[src/rtl/serial_sub_pkg.sv]
// Shared types and constants for the bit-serial subtractor.
// Latency: n/a (declarations only).
// Backpressure: n/a.
package serial_sub_pkg;

    // Default operand/result width in bits.
    localparam int DEFAULT_WIDTH = 8;

    // Controller states: waiting, consuming bits, holding a result.
    typedef enum logic [1:0] {
        IDLE  = 2'd0,
        SHIFT = 2'd1,
        DONE  = 2'd2
    } state_t;

endpackage

[src/rtl/serial_sub_cell.sv]
// One-bit full subtractor: difference and borrow-out from x, y and borrow-in.
// Latency: purely combinational, zero cycles.
// Backpressure: none; outputs follow inputs.
module serial_sub_cell (
    input  logic x,
    input  logic y,
    input  logic bin,
    output logic d,
    output logic bout
);

    assign d    = x ^ y ^ bin;
    // Borrow when y exceeds x, or when x equals y and a borrow is pending.
    assign bout = (~x & y) | (~(x ^ y) & bin);

endmodule

[src/rtl/serial_sub.sv]
// Bit-serial subtractor: x - y mod 2^WIDTH, operands arrive LSB first, one bit per qualified cycle.
// Latency: result registered on the edge that consumes the WIDTH-th valid bit; done visible the cycle after.
// Backpressure: bit_valid=0 stalls the shift; done is held until ack; start/ack outside their states are ignored.
// Optional feature: define SERIAL_SUB_OVF_EN to add the signed-overflow output ovf.
module serial_sub
    import serial_sub_pkg::*;
#(
    parameter int WIDTH = DEFAULT_WIDTH
) (
    input  logic             clk,
    input  logic             rst,
    input  logic             start,
    input  logic             x,
    input  logic             y,
    input  logic             bit_valid,
    input  logic             ack,
    output logic [WIDTH-1:0] diff,
    output logic             bout,
    output logic             done,
    output logic             busy
`ifdef SERIAL_SUB_OVF_EN
    ,
    output logic             ovf
`endif
);

    localparam int CW = $clog2(WIDTH + 1);
    localparam logic [CW-1:0] LAST_BIT = CW'(WIDTH - 1);

    state_t           state;
    logic [CW-1:0]    cnt;
    logic             borrow;
    // Holds the WIDTH-1 most recent difference bits; the newest bit is
    // appended on top, so after WIDTH bits {d, sr} is the full result.
    logic [WIDTH-2:0] sr;

    logic             cell_d;
    logic             cell_b;
    logic [WIDTH-1:0] sr_cat;

    serial_sub_cell u_cell (
        .x    (x),
        .y    (y),
        .bin  (borrow),
        .d    (cell_d),
        .bout (cell_b)
    );

    assign sr_cat = {cell_d, sr};

    // Controller, datapath state and registered outputs in one process.
    always_ff @(posedge clk) begin
        if (rst) begin
            state  <= IDLE;
            diff   <= '0;
            bout   <= 1'b0;
            done   <= 1'b0;
            busy   <= 1'b0;
            cnt    <= '0;
            borrow <= 1'b0;
            sr     <= '0;
`ifdef SERIAL_SUB_OVF_EN
            ovf    <= 1'b0;
`endif
        end else begin
            case (state)
                IDLE: begin
                    if (start) begin
                        state  <= SHIFT;
                        busy   <= 1'b1;
                        cnt    <= '0;
                        borrow <= 1'b0;
                        sr     <= '0;
                    end
                end
                SHIFT: begin
                    if (bit_valid) begin
                        sr     <= sr_cat[WIDTH-1:1];
                        borrow <= cell_b;
                        cnt    <= cnt + 1'b1;
                        if (cnt == LAST_BIT) begin
                            // Final bit: publish the result and hand off.
                            diff  <= sr_cat;
                            bout  <= cell_b;
`ifdef SERIAL_SUB_OVF_EN
                            // Signs of operands differ and result sign differs from minuend.
                            ovf   <= (x != y) && (cell_d != x);
`endif
                            state <= DONE;
                            busy  <= 1'b0;
                            done  <= 1'b1;
                        end
                    end
                end
                DONE: begin
                    if (ack) begin
                        done <= 1'b0;
                        if (start) begin
                            // Back-to-back: skip IDLE and begin the next operand pair.
                            state  <= SHIFT;
                            busy   <= 1'b1;
                            cnt    <= '0;
                            borrow <= 1'b0;
                            sr     <= '0;
                        end else begin
                            state <= IDLE;
                        end
                    end
                end
                default: begin
                    state <= IDLE;
                    busy  <= 1'b0;
                    done  <= 1'b0;
                end
            endcase
        end
    end

endmodule

[config.mk]
export PLATFORM = sky130hd
export DESIGN_NAME = serial_sub
export DESIGN_NICKNAME = d
export VERILOG_FILES = /design/src/rtl/serial_sub_pkg.sv /design/src/rtl/serial_sub_cell.sv /design/src/rtl/serial_sub.sv
export SDC_FILE = /design/constraint.sdc
export NUM_CORES = 1
export LEC_CHECK = 0
export BUFFER_PORTS_ARGS = -buffer_cell sky130_fd_sc_hd__buf_2
export CORE_MARGIN = 8
export CORE_UTILIZATION = 25
export DETAILED_ROUTE_END_ITERATION = 8
export PLACE_DENSITY = 0.42
export SLEW_MARGIN = 25
export SYNTH_ARGS = -nofsm -noshare
export SYNTH_HDL_FRONTEND = slang
export SYNTH_SLANG_ARGS = --single-unit
[constraint.sdc]
create_clock -name clk -period 3.2 [get_ports clk]
set_clock_uncertainty 0.05 [all_clocks]
set_input_delay 0.16 -clock clk [delete_from_list [all_inputs] [get_ports clk]]
set_output_delay 0.16 -clock clk [all_outputs]
set_load 0.01 [all_outputs]
# Word-level counts from Yosys, hierarchy flattened
# Cells that the tools add are included.
[word_totals] reg_bits=25 out_inout_bits=11 elab_cells=58
[classes] add_sub_neg=1 n_eq_ne=7 mux=27 n_bitwise=8 reduce_logical=7
[ops] cell="2-to-1 mux 7 bit" count=3
[ops] cell="one-hot mux 7 bit (3 select lines)" count=1
[ops] cell="2-to-1 mux 4 bit" count=3
[ops] cell="one-hot mux 4 bit (3 select lines)" count=1
[ops] cell="2-to-1 mux 1 bit" count=11
[ops] cell="one-hot mux 1 bit (3 select lines)" count=3
[ops] cell="AND reduction 3 bit" count=3
[ops] cell="2-to-1 mux 2 bit" count=4
[ops] cell="!= test 2 bit, second input constant" count=4
[ops] cell="AND reduction 4 bit" count=2
[ops] cell="one-hot mux 2 bit (3 select lines)" count=1
[ops] cell="adder 4 x 1 -> 4 bit, second input constant" count=1
[ops] cell="== test 4 x 3 -> 1 bit, second input constant" count=1
[ops] cell="NOT 1 bit" count=3
[ops] cell="nonzero test 3 bit" count=1
[ops] cell="bitwise AND 1 bit" count=2
[ops] cell="== test 2 x 1 -> 1 bit, second input constant" count=1
[ops] cell="== test 2 bit, second input constant" count=1
[ops] cell="logical NOT 2 bit" count=1
[ops] cell="bitwise XOR 1 bit" count=2
[ops] cell="OR 1 bit" count=1

# Longest topological paths before layout
# Gate-level depths: netlist of run 1.
[logic_depth] word_depth=6 mapped_depth=6 depth_no_buf=5

# Hierarchy
# From an unflattened synthesis of run 1, not the netlist that was laid out.
[hier_totals] cells_unflattened=106 area_unflattened_um2=985.9
[by_module_without_submodules] module="serial_sub" n_inst=1 cells_each=102 area_each_um2=954.7
[by_module_without_submodules] module="serial_sub_cell" n_inst=1 cells_each=4 area_each_um2=31.3

# Worst setup path after synthesis of run 1
# OpenSTA, ideal clock, no wires.
[synth_path] path_kind="register to register" startpoint="register cnt[0]" endpoint="register diff[2]" t_arrival_ns=1.272 path_slack_ns=1.750 stages_incl_launch_ff=7 path_buffers=1 synth_period_minus_slack_ns=1.450 cell_sequence="dfxtp_1 > ha_1 > nand4b_1 > nor2_2 > buf_6 > mux2i_1 > nor2_1"
[synth_between] elab_chain_len=2
[synth_rtl] item="from (decl)" line_no="serial_sub.sv:31" source="logic [CW-1:0] cnt;"
[synth_rtl] item="from (signal assigned)" line_no="serial_sub.sv:80" source="cnt <= cnt + 1'b1;"
[synth_rtl] item="== test 4 x 3 -> 1 bit" line_no="serial_sub.sv:81" source="if (cnt == LAST_BIT) begin"
[synth_rtl] item="AND reduction 3 bit (no source line)"
[synth_rtl] item="to (signal assigned)" line_no="serial_sub.sv:83" source="diff <= sr_cat;"
[synth_rtl] item="to (decl)" line_no="serial_sub.sv:17" source="output logic [WIDTH-1:0] diff,"
# Every way passes these cells.
# A chain may end at the register's enable or synchronous reset.

# Worst setup path in the final report of run 1
[layout_path] startpoint="register state[0]" endpoint="register cnt[2]"
[layout_between] elab_chain_len=3
[layout_rtl] item="from (decl)" line_no="serial_sub.sv:30" source="state_t state;"
[layout_rtl] item="from (signal assigned)" line_no="serial_sub.sv:54" source="state <= IDLE;"
[layout_rtl] item="from (signal assigned)" line_no="serial_sub.sv:69" source="state <= SHIFT;"
[layout_rtl] item="from (signal assigned)" line_no="serial_sub.sv:89" source="state <= DONE;"
[layout_rtl] item="== test 2 bit, or another cell as far along" line_no="serial_sub.sv:66" source="case (state)"
[layout_rtl] item="!= test 2 bit (no source line) or nonzero test 3 bit (tied branches)"
[layout_rtl] item="AND reduction 3 bit (no source line)"
# Parallel ways exist; a longest one is shown, timed or not.

==> results of run 1 <==
==> cell families (layout without fill, tap and decap cells) <==
group | Yosys count | count (layout) | synth area share [%]
buffers and inverters | 12 | 27 | 5.81
AND/OR/NAND/NOR | 38 | 38 | 18.3
adder cells (fa/ha/maj) | 2 | 2 | 3.28
AO/OA/AOI/OAI | 20 | 20 | 13.0
flip-flops | 25 | 25 | 50.5
multiplexers | 9 | 9 | 9.09
==> worst reg2reg max path: stages (launching register included) <==
cell and delay [ns]:
dfxtp_1 0.38, and3b_1 0.34, a31oi_1 0.77, o21ai_0 0.21, a21oi_1 0.17
==> Yosys cell counts <==
master / n
nand4b_1: 1
a21oi_1: 6
nor3_1: 1
buf_4: 1
nor2_2: 1
nand3b_1: 1
nand3_1: 4
nor2b_1: 2
and3b_1: 1
or4_1: 1
dfxtp_1: 25
nand2b_1: 1
buf_6: 1
a211oi_2: 1
a31oi_1: 1
ha_1: 1
a22oi_1: 8
o21ai_0: 4
inv_1: 6
fa_1: 1
nor2_1: 24
mux2i_1: 9
nand2b_2: 1
clkbuf_1: 3
buf_2: 1
==> power by group <==
part           leakage (uW)  switching (uW)  total [uW]  internal (uW)
combinational      0.000213            22.7        35.0           12.3
sequential         0.000202            4.14         319            315
clock             0.0000261             106         197           91.3
total              0.000441             133         551            418
==> sequential cells by signal, summed over array words and instances, names as in the netlist <==
| name | cells |
|---|---|
| busy | 1 |
| done | 1 |
| cnt | 4 |
| state | 2 |
| bout | 1 |
| sr | 7 |
| diff | 8 |
| borrow | 1 |
==> routing by layer <==
| metal | vias up | track usage, % | wire, um |
|---|---|---|---|
| met4 | 0 | 3.70 | 48 |
| met1 | 358 | 7.81 | 1010 |
| met2 | 26 | 10.9 | 853 |
| met5 | - | 0 | 0 |
| li1 | 393 | - | - |
| met3 | 9 | 3.84 | 142 |
==> per-stage QoR <==
| stage | worst slack, ns | cell area (um2) | total power (uW) | std cells | hold slack, ns |
|---|---|---|---|---|---|
| 6_report | 1.22 | 1150 | 551 | 171 | 0.121 |
| 5_1_grt | 1.02 | 1150 | 582 | 171 | 0.137 |
| 4_1_cts | 1.21 | 1150 | 562 | 171 | 0.120 |
| 3_5_place_dp | 1.23 | 1100 | 361 | 167 | 0.414 |
| 3_3_place_gp | 1.29 | 1100 | 361 | 167 | 0.415 |
| 2_1_floorplan | 1.75 | 991 | 351 | 106 | 0.270 |
==> final timing paths <==
| kind | to | slack [ns] |
|---|---|---|
| max | cnt[2] | 1.22 |
| min | state[0] | 0.12 |
| max reg2reg | cnt[2] | 1.22 |
| min reg2reg | done | 0.44 |
==> cell type report <==
| class | count | area [um2] |
|---|---|---|
| Fill cell | 448 | 2760 |
| Sequential cell | 25 | 500 |
| Multi-Input combinational cell | 69 | 433 |
| Timing Repair Buffer | 17 | 85.1 |
| Tap cell | 50 | 62.6 |
| Clock buffer | 3 | 41.3 |
| Inverter | 6 | 22.5 |
| Clock inverter | 1 | 8.76 |
==> summary.md, run 1 <==
The number of antenna diodes in the final layout is 0. Measured along the x axis, the die boundary spans 79.0 um. STA classifies the critical path startpoint as a register. The number of nets handed over by synthesis was 115. Synthesis handed over a netlist of 106 instances.

The tools report the cell area after technology mapping as 991 um2. Power spread over the standard cell area amounts to 478 nW/um2. The critical path starts at state[0]. The proportion of netlist area held by the largest area contributor was 50.5%. The number of failing hold endpoints at the final stage came out at 0. Number of instances resized during post-cts repair: 0. The slew at the pin closest to its max-slew limit is 0.977 ns, and the final RePlAce weighted congestion is 0.781. The logs give 1 for the number of H-tree levels and 26 for the largest net degree at the start of global routing.

The height of the die is 79.0 um, and the worst path buffer plus inverter count is 0. The final setup violation count came out at 0. The average vias per placed instance is 4.60, and the row count is 23. TritonCTS built the clock tree. Global routing consumed, over all layers together, 7.13% of the routing resources.

For the detailed placer's ending HPWL, the log shows 1.41 mm. The run finished with clean final reports. Along the worst path, the maximum fanout reaches 12. The final layout contains routed wiring with a total length of 2.06 mm. Once the floorplan was initialized, standard cells occupied 25.3% of the core. The depth of the most critical reg-to-reg path is 4, and the total of warnings raised by yosys is 0. The critical path required time was 3.36 ns; the share of the yosys chip area belonging to registers was 50.5%.

In the final routed layout, each cell accounts on average for 12.0 um. The core region is 3910 um2. Most common cell after layout, fill and taps aside: dfxtp_1. The biggest area contributor in the post-synthesis netlist is dfxtp_1. The critical path in this run is classified as reg2reg. The first-pass GRT wire length is 3.52 mm. The slowest stage cell on the critical path was a31oi_1.

Static leakage power: 0.000441 uW. From synthesis to final layout, the design area changed by 16.4%. For this run, the detailed router's first-pass iteration total came to 5.

The remaining global-route overflow was 0. The startpoint of the lowest-slack register-to-register path is state[0]. Max-cap violations in this run came to 0. The tools report the net count of the finished layout as 131.

The utilization of the core after routing was 29.5%; the via total after detailed routing was 786. In this run the tightest slew margin relative to its limit is 34.6%. The hold-fix buffer count after cts was 0; the remaining number of nets flagged by the antenna check after routing was 0. Counting every sink on the clock net gives 25.

The run gives 0 as the post-CTS setup buffer count. The critical path's largest stage delay works out to 0.77 ns. The worst min-delay path category was in2reg. In this run the tool buffered the top-level ports with 17 buffer cells. The category of cells accounting for the largest share of critical-path delay is compound AO/OA/AOI/OAI gates. The clock-pin slew on the worst setup and hold paths was 0.09 ns; the maximum clock frequency was 504 MHz. 18 I/O pins were placed.

In the layout the commonest cells are dfxtp_1 (25), nor2_1 (24), buf_2 (17). The worst setup path is captured at a register. Setup repair after global routing left no endpoint under its margin. Traced cell by cell, the critical path runs through and3b_1 > a31oi_1 > o21ai_0 > a21oi_1.

TritonCTS created 3 clock buffers. Dividing the synthesized area by the synthesized cell count gives 9.35 um2. The via count of the first global-routing pass is 796.

In this run the most critical hold path is launched from start. Of the available clock period, the critical path in the final layout requires 62.0%. After routing, the total negative slack on setup checks comes to 0 ns.

The die covers 6230 um2. The clock reaches the later pin of the worst-skew pair after 0.27 ns. The register bit count reported by yosys was 25; the number of remaining DRC errors was 0. Counting I/O delays and the setup requirement, the final critical path takes 1.98 ns. Cells with a size suffix above 1 make up 19.8% of the layout. The number of buffers on the longest clock path was 2.

The number of antenna violations at the first check in global routing came out at 0. The detailed router finished its first iteration with 30 violations. After synthesis, the cell types taking the most area are dfxtp_1 (51%), mux2i_1 (9.1%), nor2_1 (9.1%). The worst-case IR drop observed on VDD is 0.000175 V.

The worst hold path was traced through 3 stages. The count of pins over their slew limit was 0. Data on the critical path arrives at its endpoint at 2.14 ns. The tools report the buffer cell driving the clock tree root as clkbuf_8. The number of cells on the critical path is 4, and the number of distinct library cells after synthesis is 25.
Note: power is estimated with default switching activity, not from simulation.
==> run 2: changes to the inputs <==
clock period = 1.9 ns   (was 3.2 ns; I/O delays follow)
==> summary.md, run 2 (same netlist as run 1, synthesis figures left out) <==
Final critical-path required period: 1.62 ns (was 1.98 ns). Internal portion of total power: 703 uW (was 418 uW). The number of input and output port buffers inserted works out to 17 (unchanged).

Count of pins on the block boundary: 18 (unchanged). The signal arrival time at the worst endpoint is 1.72 ns (was 2.14 ns), and the part of the power in the clock network is 34.4% (was 35.8%). For the clock latency on the worst-skew pair, the log shows 0.27 ns (about the same). The run gives 0 (unchanged) as the count of inserted antenna diode cells. TritonCTS built the clock tree.

The tools report the overall die area as 6230 um2 (unchanged). The run gives 0.724 (was 0.781) as the final RePlAce weighted congestion. The clock-pin slew on the worst setup and hold paths is 0.09 ns (about the same).

The count of pins over their slew limit is 0 (unchanged), and the growth of design area from synthesis to finish is 18.1% (was 16.4%). The remaining number of nets flagged by the antenna check after routing is 0 (unchanged), and the switching share of power is 23.1% (was 24.1%). The end of the worst register-to-register path is diff[1] (was cnt[2]). For the detailed placer's ending HPWL, the log shows 1.52 mm (was 1.41 mm). Maximum fanout along the worst path: 12 (unchanged). The type of origin of the critical path is a register (unchanged). For the relative slew slack, the log shows 61.8% (was 34.6%). The total number of clock tree sinks is 25 (unchanged). The worst min-delay path category was in2reg (unchanged).

The number of DRC violations after detailed-routing iteration 0 was 37 (was 30). Row count: 23 (unchanged). Register name with the most flops: diff (unchanged). The total iterations of the first detailed-routing run came out at 5 (unchanged).

The static leakage power was 0.000449 uW (was 0.000441 uW); the number of buffers on the longest clock path was 2 (unchanged). The number of max-capacitance violations reported was 0 (unchanged); the hold-fix buffer count after cts was 0 (unchanged). The buffer cell driving the clock tree root was clkbuf_8 (unchanged). The logs give 26 (unchanged) for the largest net degree at the start of global routing and 0 (unchanged) for the number of antenna violations at the first check in global routing.

The tools report the net count of the finished layout as 133 (was 131). The final setup violation count is 0 (unchanged). Worst min-delay path endpoint: state[0] (unchanged). The run finished with clean final reports. The peak supply drop was 0.000338 V (was 0.000175 V). The combinational power share was 6.8% (was 6.4%). The total routing usage reported by global routing was 7.59% (was 7.13%); the layout cell share with drive strength beyond 1 was 21.1% (was 19.8%). Most frequent cells in the layout: dfxtp_1 (25), nor2_1 (24), buf_2 (17) (unchanged). The depth of the most critical reg-to-reg path is 6 (was 4).

The type of the worst setup path was reg2reg (unchanged). The share of the clock period used by the worst path after layout works out to 85.1% (was 62.0%). The maximum clock frequency is 619 MHz (was 504 MHz), and the power density over the cells is 781 nW/um2 (was 478 nW/um2). The placeable core area was 3910 um2 (unchanged). The hold path depth is 3 (unchanged), and the remaining global-route overflow is 0 (unchanged). Setup repair after global routing left no endpoint under its margin. The post-CTS setup buffer count came out at 0 (unchanged). The number of clock buffers inserted by TritonCTS is 3 (unchanged), and the critical path required time is 2.00 ns (was 3.36 ns). The number of remaining DRC errors is 0 (unchanged), and the flip-flop count of the largest register, all copies and words added is 8 (unchanged). The number of instances resized during post-cts repair came out at 0 (unchanged). The slew at the pin closest to its max-slew limit is 0.572 ns (was 0.977 ns), and the utilization of the core after routing is 29.9% (was 29.5%). The first-pass GRT wire length came out at 3.75 mm (was 3.52 mm).

Net switching power: 211 uW (was 133 uW). The detailed-route wire length per cell was 12.7 um (was 12.0 um); the sequential share of power was 58.8% (was 57.9%). The total detailed-routing wirelength came out at 2.19 mm (was 2.06 mm).

The setup slack on the worst flop-to-flop path came out at 0.28 ns (was 1.22 ns). The via count of the first global-routing pass is 801 (was 796), and the horizontal extent of the die is 79.0 um (unchanged). The number of failing hold endpoints at the final stage was 0 (unchanged); the initial core utilization was 25.3% (unchanged).

The number of H-tree levels came out at 1 (unchanged). Most common cell after layout, fill and taps aside: dfxtp_1 (unchanged). Registers with the highest flip-flop counts: diff x8, sr x7, cnt x4 (unchanged).

Startpoint of the most critical hold path: start (unchanged). Startpoint of the lowest-slack register-to-register path: cnt[0] (was state[0]). The nature of the critical path endpoint was a register (unchanged).

Height of the die: 79.0 um (unchanged). The tools report the final sum of negative setup slack as 0 ns (unchanged). The via total after detailed routing was 759 (was 786). Average vias per placed instance: 4.39 (was 4.60).
## run 2: layout make-up
cell class / count / area (um2)
tap: 50 / 62.6
inverter: 6 / 22.5
timing repair buffer: 19 / 100
clock buffer: 4 / 45.0
multi-input combinational: 69 / 439
sequential: 25 / 500
fill: 443 / 2740
## run 2: power by group through the flow
stage,Clock [uW],Sequential [uW],Combinational (uW)
detailed placement,0,550,61.2
finish,314,537,62.0
floorplan,0,549,42.1
global route,357,539,71.4
CTS,333,537,61.5
global placement,0,549,60.4
## run 2: worst max-delay path, cell delays in order (launching register included)
cell and delay (ns):
dfxtp_1 0.38, ha_1 0.22, nand4b_1 0.20, nor2_2 0.15
buf_4 0.23, mux2i_1 0.21, nor2_1 0.05
## run 2: how the worst max path moves through the flow
stage / start / endpoint / cells after the start
2_1_floorplan: cnt[0] / diff[2] / 6
3_3_place_gp: state[0] / cnt[2] / 4
3_5_place_dp: state[0] / cnt[3] / 4
4_1_cts: state[0] / cnt[3] / 4
5_1_grt: cnt[0] / diff[1] / 6
6_report: cnt[0] / diff[1] / 6
## run 2: through the flow
stage | cells | worst slack (ns) | hold slack, ns | instance area [um2] | total power, uW
floorplan | 106 | 0.450 | 0.205 | 991 | 591
global placement | 169 | 0.124 | 0.352 | 1120 | 609
detailed placement | 169 | 0.0629 | 0.368 | 1120 | 611
CTS | 173 | 0.0376 | 0.0696 | 1160 | 932
global route | 173 | 0.126 | 0.109 | 1170 | 968
finish | 173 | 0.284 | 0.0860 | 1170 | 914
## run 2: per-layer routing
layer	track usage [%]	share of wire [%]	wire length (um)	up-vias
met3	2.48	4.4	97	4
li1	-	-	-	393
met2	11.2	44	974	16
met5	0	0	0	-
met4	3.33	0.68	15	0
met1	9.85	50	1100	346
